File: config.mk
export PLATFORM = sky130hd
export DESIGN_NAME = iq_frame_feeder
export DESIGN_NICKNAME = d
export VERILOG_FILES = /design/src/rtl/iq_frame_pkg.sv /design/src/rtl/iq_frame_feeder.sv
export SDC_FILE = /design/constraint.sdc
export NUM_CORES = 1
export LEC_CHECK = 0
export ABC_AREA = 0
export CORE_MARGIN = 2
export CORE_UTILIZATION = 30
export CTS_CLUSTER_DIAMETER = 50
export CTS_CLUSTER_SIZE = 30
export DETAILED_ROUTE_END_ITERATION = 8
export PLACE_DENSITY_LB_ADDON = 0.15
export SYNTH_ARGS = -nofsm -noshare
export SYNTH_HDL_FRONTEND = slang
export SYNTH_SLANG_ARGS = --single-unit
File: constraint.sdc
create_clock -name clk -period 2.1 [get_ports clk]
set_clock_uncertainty 0.15 [all_clocks]
set_input_delay 0.42 -clock clk [delete_from_list [all_inputs] [get_ports clk]]
set_output_delay 0.42 -clock clk [all_outputs]
set_load 0.005 [all_outputs]
File: src/rtl/iq_frame_pkg.sv
// Shared types and defaults for the I/Q frame feeder that sits in front of the peak searcher.
package iq_frame_pkg;

    typedef enum logic [1:0] {
        ST_IDLE  = 2'd0,
        ST_RUN   = 2'd1,
        ST_FLUSH = 2'd2,
        ST_GAP   = 2'd3
    } state_t;

    localparam int N_DEF   = 128;
    localparam int DW_DEF  = 32;
    localparam int GAP_DEF = 2;
    localparam int IDX_W   = 9;

endpackage

File: src/rtl/iq_frame_feeder.sv
// Frames a valid/ready I/Q stream into N-sample blocks for the peak searcher,
// inserting a readout gap and a searcher clear between frames.
module iq_frame_feeder
    import iq_frame_pkg::*;
#(
    parameter int N       = N_DEF,
    parameter int DW      = DW_DEF,
    parameter int GAP_CYC = GAP_DEF
) (
    input  logic                 clk,
    input  logic                 rstn,
    input  logic                 s_valid,
    output logic                 s_ready,
    input  logic signed [DW-1:0] s_i,
    input  logic signed [DW-1:0] s_q,
    input  logic                 s_last,
    output logic                 data_en,
    output logic signed [DW-1:0] data_i,
    output logic signed [DW-1:0] data_q,
    output logic [IDX_W-1:0]     sample_idx,
    output logic                 frame_end,
    output logic                 search_clr,
    output logic                 err_short,
    output logic                 err_long,
    output logic [15:0]          frame_cnt,
    output logic                 busy
);

    localparam int                GW       = (GAP_CYC > 1) ? $clog2(GAP_CYC) : 1;
    localparam logic [GW-1:0]     GAP_LOAD = GW'(GAP_CYC - 1);
    localparam logic [IDX_W-1:0]  LAST_IDX = IDX_W'(N - 1);

    state_t                r_state;
    logic [IDX_W-1:0]      r_cnt;
    logic [GW-1:0]         r_gap;
    logic                  r_data_en;
    logic signed [DW-1:0]  r_data_i;
    logic signed [DW-1:0]  r_data_q;
    logic [IDX_W-1:0]      r_sample_idx;
    logic                  r_frame_end;
    logic                  r_search_clr;
    logic                  r_err_short;
    logic                  r_err_long;
    logic [15:0]           r_frame_cnt;
    logic                  r_busy;

    logic                  w_acc;
    logic                  w_at_end;

    assign s_ready  = (r_state != ST_GAP);
    assign w_acc    = s_valid && s_ready;
    // r_cnt is 0 whenever the FSM is idle, so it is the index of the next beat in IDLE and RUN.
    assign w_at_end = (r_cnt == LAST_IDX);

    always_ff @(posedge clk or negedge rstn) begin
        if (!rstn) begin
            r_state      <= ST_IDLE;
            r_cnt        <= '0;
            r_gap        <= '0;
            r_data_en    <= 1'b0;
            r_data_i     <= '0;
            r_data_q     <= '0;
            r_sample_idx <= '0;
            r_frame_end  <= 1'b0;
            r_search_clr <= 1'b0;
            r_err_short  <= 1'b0;
            r_err_long   <= 1'b0;
            r_frame_cnt  <= '0;
            r_busy       <= 1'b0;
        end else begin
            r_data_en    <= 1'b0;
            r_frame_end  <= 1'b0;
            r_search_clr <= 1'b0;
            r_err_short  <= 1'b0;
            r_err_long   <= 1'b0;

            case (r_state)
                ST_IDLE, ST_RUN: begin
                    if (w_acc) begin
                        r_data_en    <= 1'b1;
                        r_data_i     <= s_i;
                        r_data_q     <= s_q;
                        r_sample_idx <= r_cnt;
                        r_busy       <= 1'b1;
                        if (w_at_end || s_last) begin
                            r_frame_end <= 1'b1;
                            r_frame_cnt <= r_frame_cnt + 16'd1;
                            r_cnt       <= '0;
                            if (s_last) begin
                                r_err_short <= !w_at_end;
                                r_gap       <= GAP_LOAD;
                                r_state     <= ST_GAP;
                            end else begin
                                r_err_long  <= 1'b1;
                                r_state     <= ST_FLUSH;
                            end
                        end else begin
                            r_cnt   <= r_cnt + IDX_W'(1);
                            r_state <= ST_RUN;
                        end
                    end
                end
                // Overlong frame: swallow beats until the sender finally marks the end.
                ST_FLUSH: begin
                    if (w_acc && s_last) begin
                        r_gap   <= GAP_LOAD;
                        r_state <= ST_GAP;
                    end
                end
                ST_GAP: begin
                    if (r_gap == '0) begin
                        r_state      <= ST_IDLE;
                        r_busy       <= 1'b0;
                        r_search_clr <= 1'b1;
                    end else begin
                        r_gap <= r_gap - GW'(1);
                    end
                end
                default: begin
                    r_state <= ST_IDLE;
                    r_busy  <= 1'b0;
                end
            endcase
        end
    end

    assign data_en    = r_data_en;
    assign data_i     = r_data_i;
    assign data_q     = r_data_q;
    assign sample_idx = r_sample_idx;
    assign frame_end  = r_frame_end;
    assign search_clr = r_search_clr;
    assign err_short  = r_err_short;
    assign err_long   = r_err_long;
    assign frame_cnt  = r_frame_cnt;
    assign busy       = r_busy;

endmodule

# Yosys cells after proc, flatten, opt, wreduce, memory -nomap -nowiden
# Cells that the tools add are included.
# W data, S select, Z words.
# op_classes
n_addsub	3
n_eq_ne	10
muxes	31
reduce_logical	12
# ops
cell	n
$mux W1	23
$add A16 B1 Y16 const B	1
$ne A2 B2 Y1 const B	6
$add A9 B1 Y9 const B	1
$eq A9 B7 Y1 const B	1
$mux W9	1
$reduce_and A3 Y1	3
$mux W2	4
$pmux W2 S3	1
$eq A2 B2 Y1 const B	2
$reduce_and A4 Y1	1
$pmux W1 S3	1
$eq A2 B1 Y1 const B	1
$logic_and A1 B1 Y1	2
$logic_not A2 Y1	1
$pmux W1 S2	1
$reduce_and A2 Y1	1
$reduce_bool A2 Y1	1
$reduce_or A2 Y1	1
$logic_not A1 Y1	1
$logic_or A1 B1 Y1	1
$sub A1 B1 Y1 const B	1
# totals
ff_bits	107
inputBits	68

# Longest topological paths before layout
# Gate-level depths: netlist (run 1).
# depth
word_depth	6
mapped_depth	6
depth_no_buf	5

# Worst setup path before layout (run 1)
# OpenSTA, ideal clock, no wires.
# synth_timing
kind	flip-flop to flip-flop
from	reg r_cnt[0]
to	reg r_frame_cnt[1] (netlist: frame_cnt[1])
synth_period_minus_slack_ns	1.922
path_stages_with_launch	6
setup_slack_ns	0.178
n_path_buf	0
arrival_ns	1.647
cell_sequence	dfrtp_1 -> ha_1 -> or3b_4 -> o31a_4 -> nor2_2 -> mux2_2
# synth_between
elab_chain_cells	3
# synth_rtl
item	line_no	text
from (decl)	iq_frame_feeder.sv:34	logic [IDX_W-1:0] r_cnt;
from (signal assigned)	iq_frame_feeder.sv:98	r_cnt <= r_cnt + IDX_W'(1);
$eq A9 B7 Y1	iq_frame_feeder.sv:53	assign w_at_end = (r_cnt == LAST_IDX);
$logic_or A1 B1 Y1	iq_frame_feeder.sv:85	if (w_at_end || s_last) begin
$reduce_and A3 Y1 (no source line)	--	
to (signal assigned)	iq_frame_feeder.sv:87	r_frame_cnt <= r_frame_cnt + 16'd1;
to (decl)	iq_frame_feeder.sv:44	logic [15:0] r_frame_cnt;
# No other way between the ends.
# A chain may end at the register's enable or synchronous reset.

# Worst setup path in the final report (run 1)
# layout_timing
from	reg r_state[1]
to	out s_ready
# layout_between
elab_chain_cells	1
# layout_rtl
item	line_no	text
from (decl)	iq_frame_feeder.sv:33	state_t r_state;
from (signal assigned)	iq_frame_feeder.sv:57	r_state <= ST_IDLE;
from (signal assigned)	iq_frame_feeder.sv:92	r_state <= ST_GAP;
from (signal assigned)	iq_frame_feeder.sv:95	r_state <= ST_FLUSH;
$ne A2 B2 Y1	iq_frame_feeder.sv:50	assign s_ready = (r_state != ST_GAP);
to (decl)	iq_frame_feeder.sv:13	output logic s_ready,
# No other way between the ends.

==> results.py, run 1 <==
metrics = {
    "outcome": {
        "status": "finished clean",
    },
    "clock_network": {
        "cts_tree": "yes",
        "clkTransAtPathRegs_ns": 0.06,
        "root_buffer": "clkbuf_16",
        "clk_path_buf_depth": 2,
        "cts_sinks": 107,
        "cts_buffers": 9,
        "clkLatencyLatePin_ns": 0.34,
        "htree_num_levels": 3,
    },
    "grt": {
        "grt_util_met2_pct": 22.20,
        "grt_usage_pct": 14.91,
        "grt_use_met3_pct": 5.397,
        "grt_pass1_wl_um": 17460,
        "grt_pass1_vias": 3516,
        "use_met1_pct": 19.70,
        "antenna_found_initial": 0,
        "busiest_layer": "met2",
        "grt_max_degree": 50,
        "gr-total-overflow": 0,
    },
    "pwr": {
        "clockPowerShare_pct": 20.8,
        "p_leak_nw": 3.087,
        "p_sw_share_pct": 30.58,
        "power.switching_w": 0.002396,
        "intPower_w": 0.005439,
        "p_comb_share_pct": 37.6,
        "power_density_nw_per_um2": 1204,
        "p_total_w": 0.007835,
        "seq_power_share_pct": 41.6,
        "ir_drop_mv": 0.5370,
    },
    "routing": {
        "dr.pass1.iters": 4,
        "via_per_inst": 4.365,
        "vias": 3518,
        "drt_iter0_markers": 178,
        "drc": 0,
        "ant_nets": 0,
        "postRouteWirelength_um": 10790,
        "wl_per_cell_um": 13.38,
    },
    "synth": {
        "async_reset_ff_share_pct": 100.0,
        "yosysWarnings": 0,
        "synth_most_common_cell": "nand2_1",
        "ys_top_cells_by_area": "dfrtp_1 63%, nand2_1 20%, xnor2_1 3.1%, xor2_1 1.4%, nand3_1 1.4%",
        "syn-instance-count": 447,
        "synth_common_cells": "228 x nand2_1, 107 x dfrtp_1, 15 x xnor2_1",
        "synth_fp_nets": 517,
        "postSynthAreaPerCell_um2": 9.486,
        "synth_top_cell_by_area": "dfrtp_1",
        "ys_seq_elements": 107,
        "synth-edff-count": 0,
        "synth_cell_type_count": 32,
        "synth_seq_area_share_pct": 63.15,
        "syn_area_um2": 4240,
        "synthFlopType": "dfrtp_1",
        "synth.top_cell.area_share_pct": 63.15,
    },
    "worst_setup_path": {
        "worstSetupStartpointType": "flop",
        "critPathSlowestCell": "clkdlybuf4s50_1",
        "cp_data_arrival_time_ns": 1.46,
        "critPathCaptureType": "output port",
        "crit_required_ns": 1.53,
        "r2r-end": "frame_cnt[1]",
        "max_stage_delay_ns": 0.53,
        "path_cells": "nand2_1 -> clkdlybuf4s50_1",
        "reg2reg_depth": 5,
        "r2r-start": "r_cnt[0]",
        "r2r_setup_slack_ns": 0.13,
        "cp_max_fo": 7,
        "critPathKind": "reg -> out",
    },
    "place": {
        "dp_hpwl_um": 7475,
        "gp_congestion": 0.7652,
        "io_buffer_count": 163,
    },
    "finish": {
        "diodes": 0,
        "utilization_pct": 47.07,
        "area_delta_synth_final_pct": 53.50,
        "nFillCells": 1284,
        "fin_nets": 692,
        "drive_gt1_share_pct": 6.550,
    },
    "floorplanning": {
        "dieArea_um2": 15100,
        "die_x_um": 122.9,
        "row_count": 43,
        "ios": 164,
        "start_util_pct": 30.67,
        "core-area_um2": 13830,
        "die_h_um": 122.9,
    },
    "timing": {
        "maxSlewHeadroom_pct": 77.02,
        "tightestPinTransition_ns": 0.3448,
        "finalSetupViolCount": 0,
        "hold_slack_ns": 0.3170,
        "rsz0062_at_grt": "no",
        "maxSlewViolCount": 0,
        "period_minus_slack_ns": 2.028,
        "finalSetupTns_ns": 0,
        "clock.fmax_mhz": 493.2,
        "fin_crit_sh_pct": 96.55,
        "hold_viol": 0,
    },
    "job": {
        "maxCapViolCount": 0,
    },
    "min_path": {
        "hp-class": "in -> async",
    },
}
## metrics by stage
step	instances	setup slack [ns]	cell area, um2
after global placement	790	-0.1037	6213
after detailed placement	790	-0.09167	6213
after floorplan	447	0.1781	4240
after global routing	806	0.01287	6509
after CTS	806	0.03972	6500
final	806	0.07241	6509
## placed cells by master, fill, tap and decap left out, types with 2 or more instances in the layout
master           count
nand2_1            228
clkdlybuf4s50_1    162
dfrtp_1            107
buf_4               16
xnor2_1             15
nor2_1              13
nand3_1             12
clkbuf_16            9
xor2_1               7
nor3_1               5
o21ai_0              5
nand4_1              5
buf_12               4
inv_1                3
nor4_1               3
and2_1               3
clkbuf_1             3
nand3b_1             2
a21oi_1              2
ha_1                 2
clkinv_2             2
## worst max-delay path, delay by kind of cell (launching register included)
kind / cells / cell delay [ns]
AND/OR/NAND/NOR: 1 / 0.13
buffers and inverters: 1 / 0.53
flip-flops: 1 / 0.45
## metal layers
metal	part of all wire (%)	vias to the layer above
li1	-	1747
met1	46	1639
met2	43	120
met3	9.0	12
met4	1.7	0
met5	0	-
## cell type report
class	instances	area, um2	area share [%]
Clock inverter	3	40.04	0.6151
Multi-Input combinational cell	316	1471	22.61
Inverter	4	15.01	0.2307
Timing Repair Buffer	184	1843	28.32
Clock buffer	12	236.5	3.633
Sequential cell	107	2678	41.14
Tap cell	180	225.2	3.460
## worst max path at each step
stage	startpoint	end	slack [ns]	depth (start not counted)
after floorplan	r_cnt[0]	frame_cnt[1]	0.18	5
after global placement	s_valid	r_cnt[7]	-0.10	5
after detailed placement	s_valid	r_cnt[7]	-0.09	5
after CTS	r_state[1]	s_ready	0.04	2
after global routing	r_cnt[1]	frame_cnt[1]	0.01	5
final	r_state[1]	s_ready	0.07	2
## power groups by stage
stage,Combinational [W],Clock [W],Sequential (W)
6_report,0.00295,0.00163,0.00326
3_5_place_dp,0.00298,0,0.00328
2_1_floorplan,0.000974,0,0.00330
4_1_cts,0.00300,0.00170,0.00326
3_3_place_gp,0.00296,0,0.00326
5_1_grt,0.00330,0.00177,0.00336
## state kept, by name, summed over array words and instances (netlist names)
signal and count:
r_cnt 9, err_long 1, data_i 32, frame_end 1, data_q 32, search_clr 1
err_short 1, r_state 2, r_gap 1, sample_idx 9, busy 1, data_en 1
frame_cnt 16
## cell families (layout without fill, tap and decap cells)
logic type / Yosys count / count (layout) / share of synthesized area (%)
buffers and inverters: 24 / 203 / 2.449
and+or+nand+nor: 280 / 280 / 27.24
adders and majority gates: 2 / 2 / 0.5901
AOI/OAI and AO/OA: 11 / 11 / 1.771
xor gates and xnor gates: 22 / 22 / 4.544
muxes: 1 / 1 / 0.2655
DFF: 107 / 107 / 63.15
## repair_timing
item | in CTS | in global routing
gates resized for setup | 0 | 2
hold buffers | 1 | 0
setup endpoints to repair | 0 | 2
hold endpoints to repair | 36 | 0
setup buffers | 0 | 0
Power figures use the tool's default switching activity.
==> run 2, diff against run 1 <==
- CAP_MARGIN: not set -> 20
- CTS_BUF_LIST: not set -> sky130_fd_sc_hd__clkbuf_4 sky130_fd_sc_hd__clkbuf_8 sky130_fd_sc_hd__clkbuf_16
- CTS_CLUSTER_DIAMETER: 50 -> 80
==> results.py, run 2 (synthesis results as in run 1) <==
metrics = {
    "routing": {
        "wl_per_cell_um": 13.36,
        "vias": 3515,
        "drt_iter0_markers": 161,
        "ant_nets": 0,
        "drc": 0,
        "dr.pass1.iters": 4,
        "via_per_inst": 4.361,
        "postRouteWirelength_um": 10770,
    },
    "finish": {
        "diodes": 0,
        "design_area_um2": 6520,
        "final_cell_mix": "228 x nand2_1, 162 x clkdlybuf4s50_1, 107 x dfrtp_1",
        "area_delta_synth_final_pct": 53.76,
        "drive_gt1_share_pct": 7.029,
        "nFillCells": 1283,
        "final_common_cell": "nand2_1",
        "instances_no_fill": 806,
        "fin_nets": 692,
        "utilization_pct": 47.15,
    },
    "worst_setup_path": {
        "cp_max_fo": 7,
        "r2r-start": "r_cnt[0]",
        "cp_data_arrival_time_ns": 1.46,
        "r2r_setup_slack_ns": 0.14,
        "critPathKind": "reg -> out",
        "startpoint": "r_state[1]",
        "reg2reg_depth": 5,
        "r2r-end": "frame_cnt[1]",
        "crit_required_ns": 1.53,
        "critPathCaptureType": "output port",
        "worstSetupStartpointType": "flop",
    },
    "clock_network": {
        "htree_num_levels": 3,
        "root_buffer": "clkbuf_16",
        "clkTransAtPathRegs_ns": 0.06,
        "cts_buffers": 9,
        "cts_tree": "yes",
        "cts_sinks": 107,
        "clk_path_buf_depth": 2,
        "clkLatencyLatePin_ns": 0.34,
    },
    "timing": {
        "rsz0062_at_grt": "no",
        "tightestPinTransition_ns": 0.3507,
        "clock.fmax_mhz": 493.0,
        "period_minus_slack_ns": 2.028,
        "finalSetupTns_ns": 0,
        "maxSlewHeadroom_pct": 76.62,
        "hold_viol": 0,
        "maxSlewViolCount": 0,
        "finalSetupViolCount": 0,
        "hold_slack_ns": 0.3186,
        "fin_crit_sh_pct": 96.59,
    },
    "outcome": {
        "status": "finished clean",
    },
    "job": {
        "maxCapViolCount": 0,
    },
    "floorplanning": {
        "dieArea_um2": 15100,
        "core-area_um2": 13830,
        "die_h_um": 122.9,
        "start_util_pct": 30.67,
        "die_x_um": 122.9,
        "ios": 164,
        "row_count": 43,
    },
    "grt": {
        "grt_max_degree": 50,
        "grt_pass1_vias": 3518,
        "antenna_found_initial": 0,
        "gr-total-overflow": 0,
        "grt_pass1_wl_um": 17470,
        "grt_usage_pct": 14.90,
    },
    "place": {
        "dp_hpwl_um": 7475,
        "gp_congestion": 0.7652,
        "io_buffer_count": 163,
        "post_dp_cell_area_um2": 6213,
        "place_inst": 790,
    },
    "pwr": {
        "ir_drop_mv": 0.5477,
        "power_density_nw_per_um2": 1207,
        "p_leak_nw": 3.097,
    },
    "min_path": {
        "hp-class": "in -> async",
    },
}
run 2: cell count changes in the layout (fill, tap and decap cells not counted):
cell	previous run	this run
clkbuf_1	3	0
clkbuf_4	0	3
run 2: worst max path at each step:
stage / endpoint / slack (ns) / depth (start not counted)
final: s_ready / 0.07 / 2
after global routing: frame_cnt[1] / 0.01 / 5
after CTS: s_ready / 0.04 / 2
after detailed placement: r_cnt[7] / -0.09 / 5
after global placement: r_cnt[7] / -0.10 / 5
after floorplan: frame_cnt[1] / 0.18 / 5
run 2: final cells by class:
class,instances,area [um2],share of cell area (%)
Clock buffer,12,247.7,3.800
Clock inverter,3,40.04,0.6141
Inverter,4,15.01,0.2303
Multi-Input combinational cell,316,1471,22.57
Sequential cell,107,2678,41.07
Tap cell,180,225.2,3.454
Timing Repair Buffer,184,1843,28.27
run 2: per-layer routing:
layer	vias up	global-route usage, %	share of wire [%]
met2	119	22.27	43
met5	-	0	0
met3	12	5.397	9.1
met1	1639	19.70	46
met4	0	5.819	1.6
li1	1745	-	-
run 2: what timing repair did:
item	in CTS	in global routing
gates resized for setup	0	2
endpoints found under the hold margin	36	0
endpoints found under the setup margin	0	2
hold buffers	1	0
buffers inserted	0	0
run 2: power breakdown:
group	internal, W	total, W	leakage, nW	switching, W
clock network	0.000955	0.00167	0.147	0.000714
registers	0.00278	0.00326	1.35	0.000473
logic	0.00174	0.00294	1.60	0.00121
run 2: critical path, stage by stage, from the launching register on:
cell and delay [ns]:
dfrtp_1 0.45, nand2_1 0.13, clkdlybuf4s50_1 0.53
run 2: metrics by stage:
step / power, W / worst slack (ns)
after floorplan: 0.004271 / 0.1781
after global placement: 0.006224 / -0.1037
after detailed placement: 0.006267 / -0.09167
after CTS: 0.007997 / 0.04173
after global routing: 0.008468 / 0.01282
final: 0.007871 / 0.07159
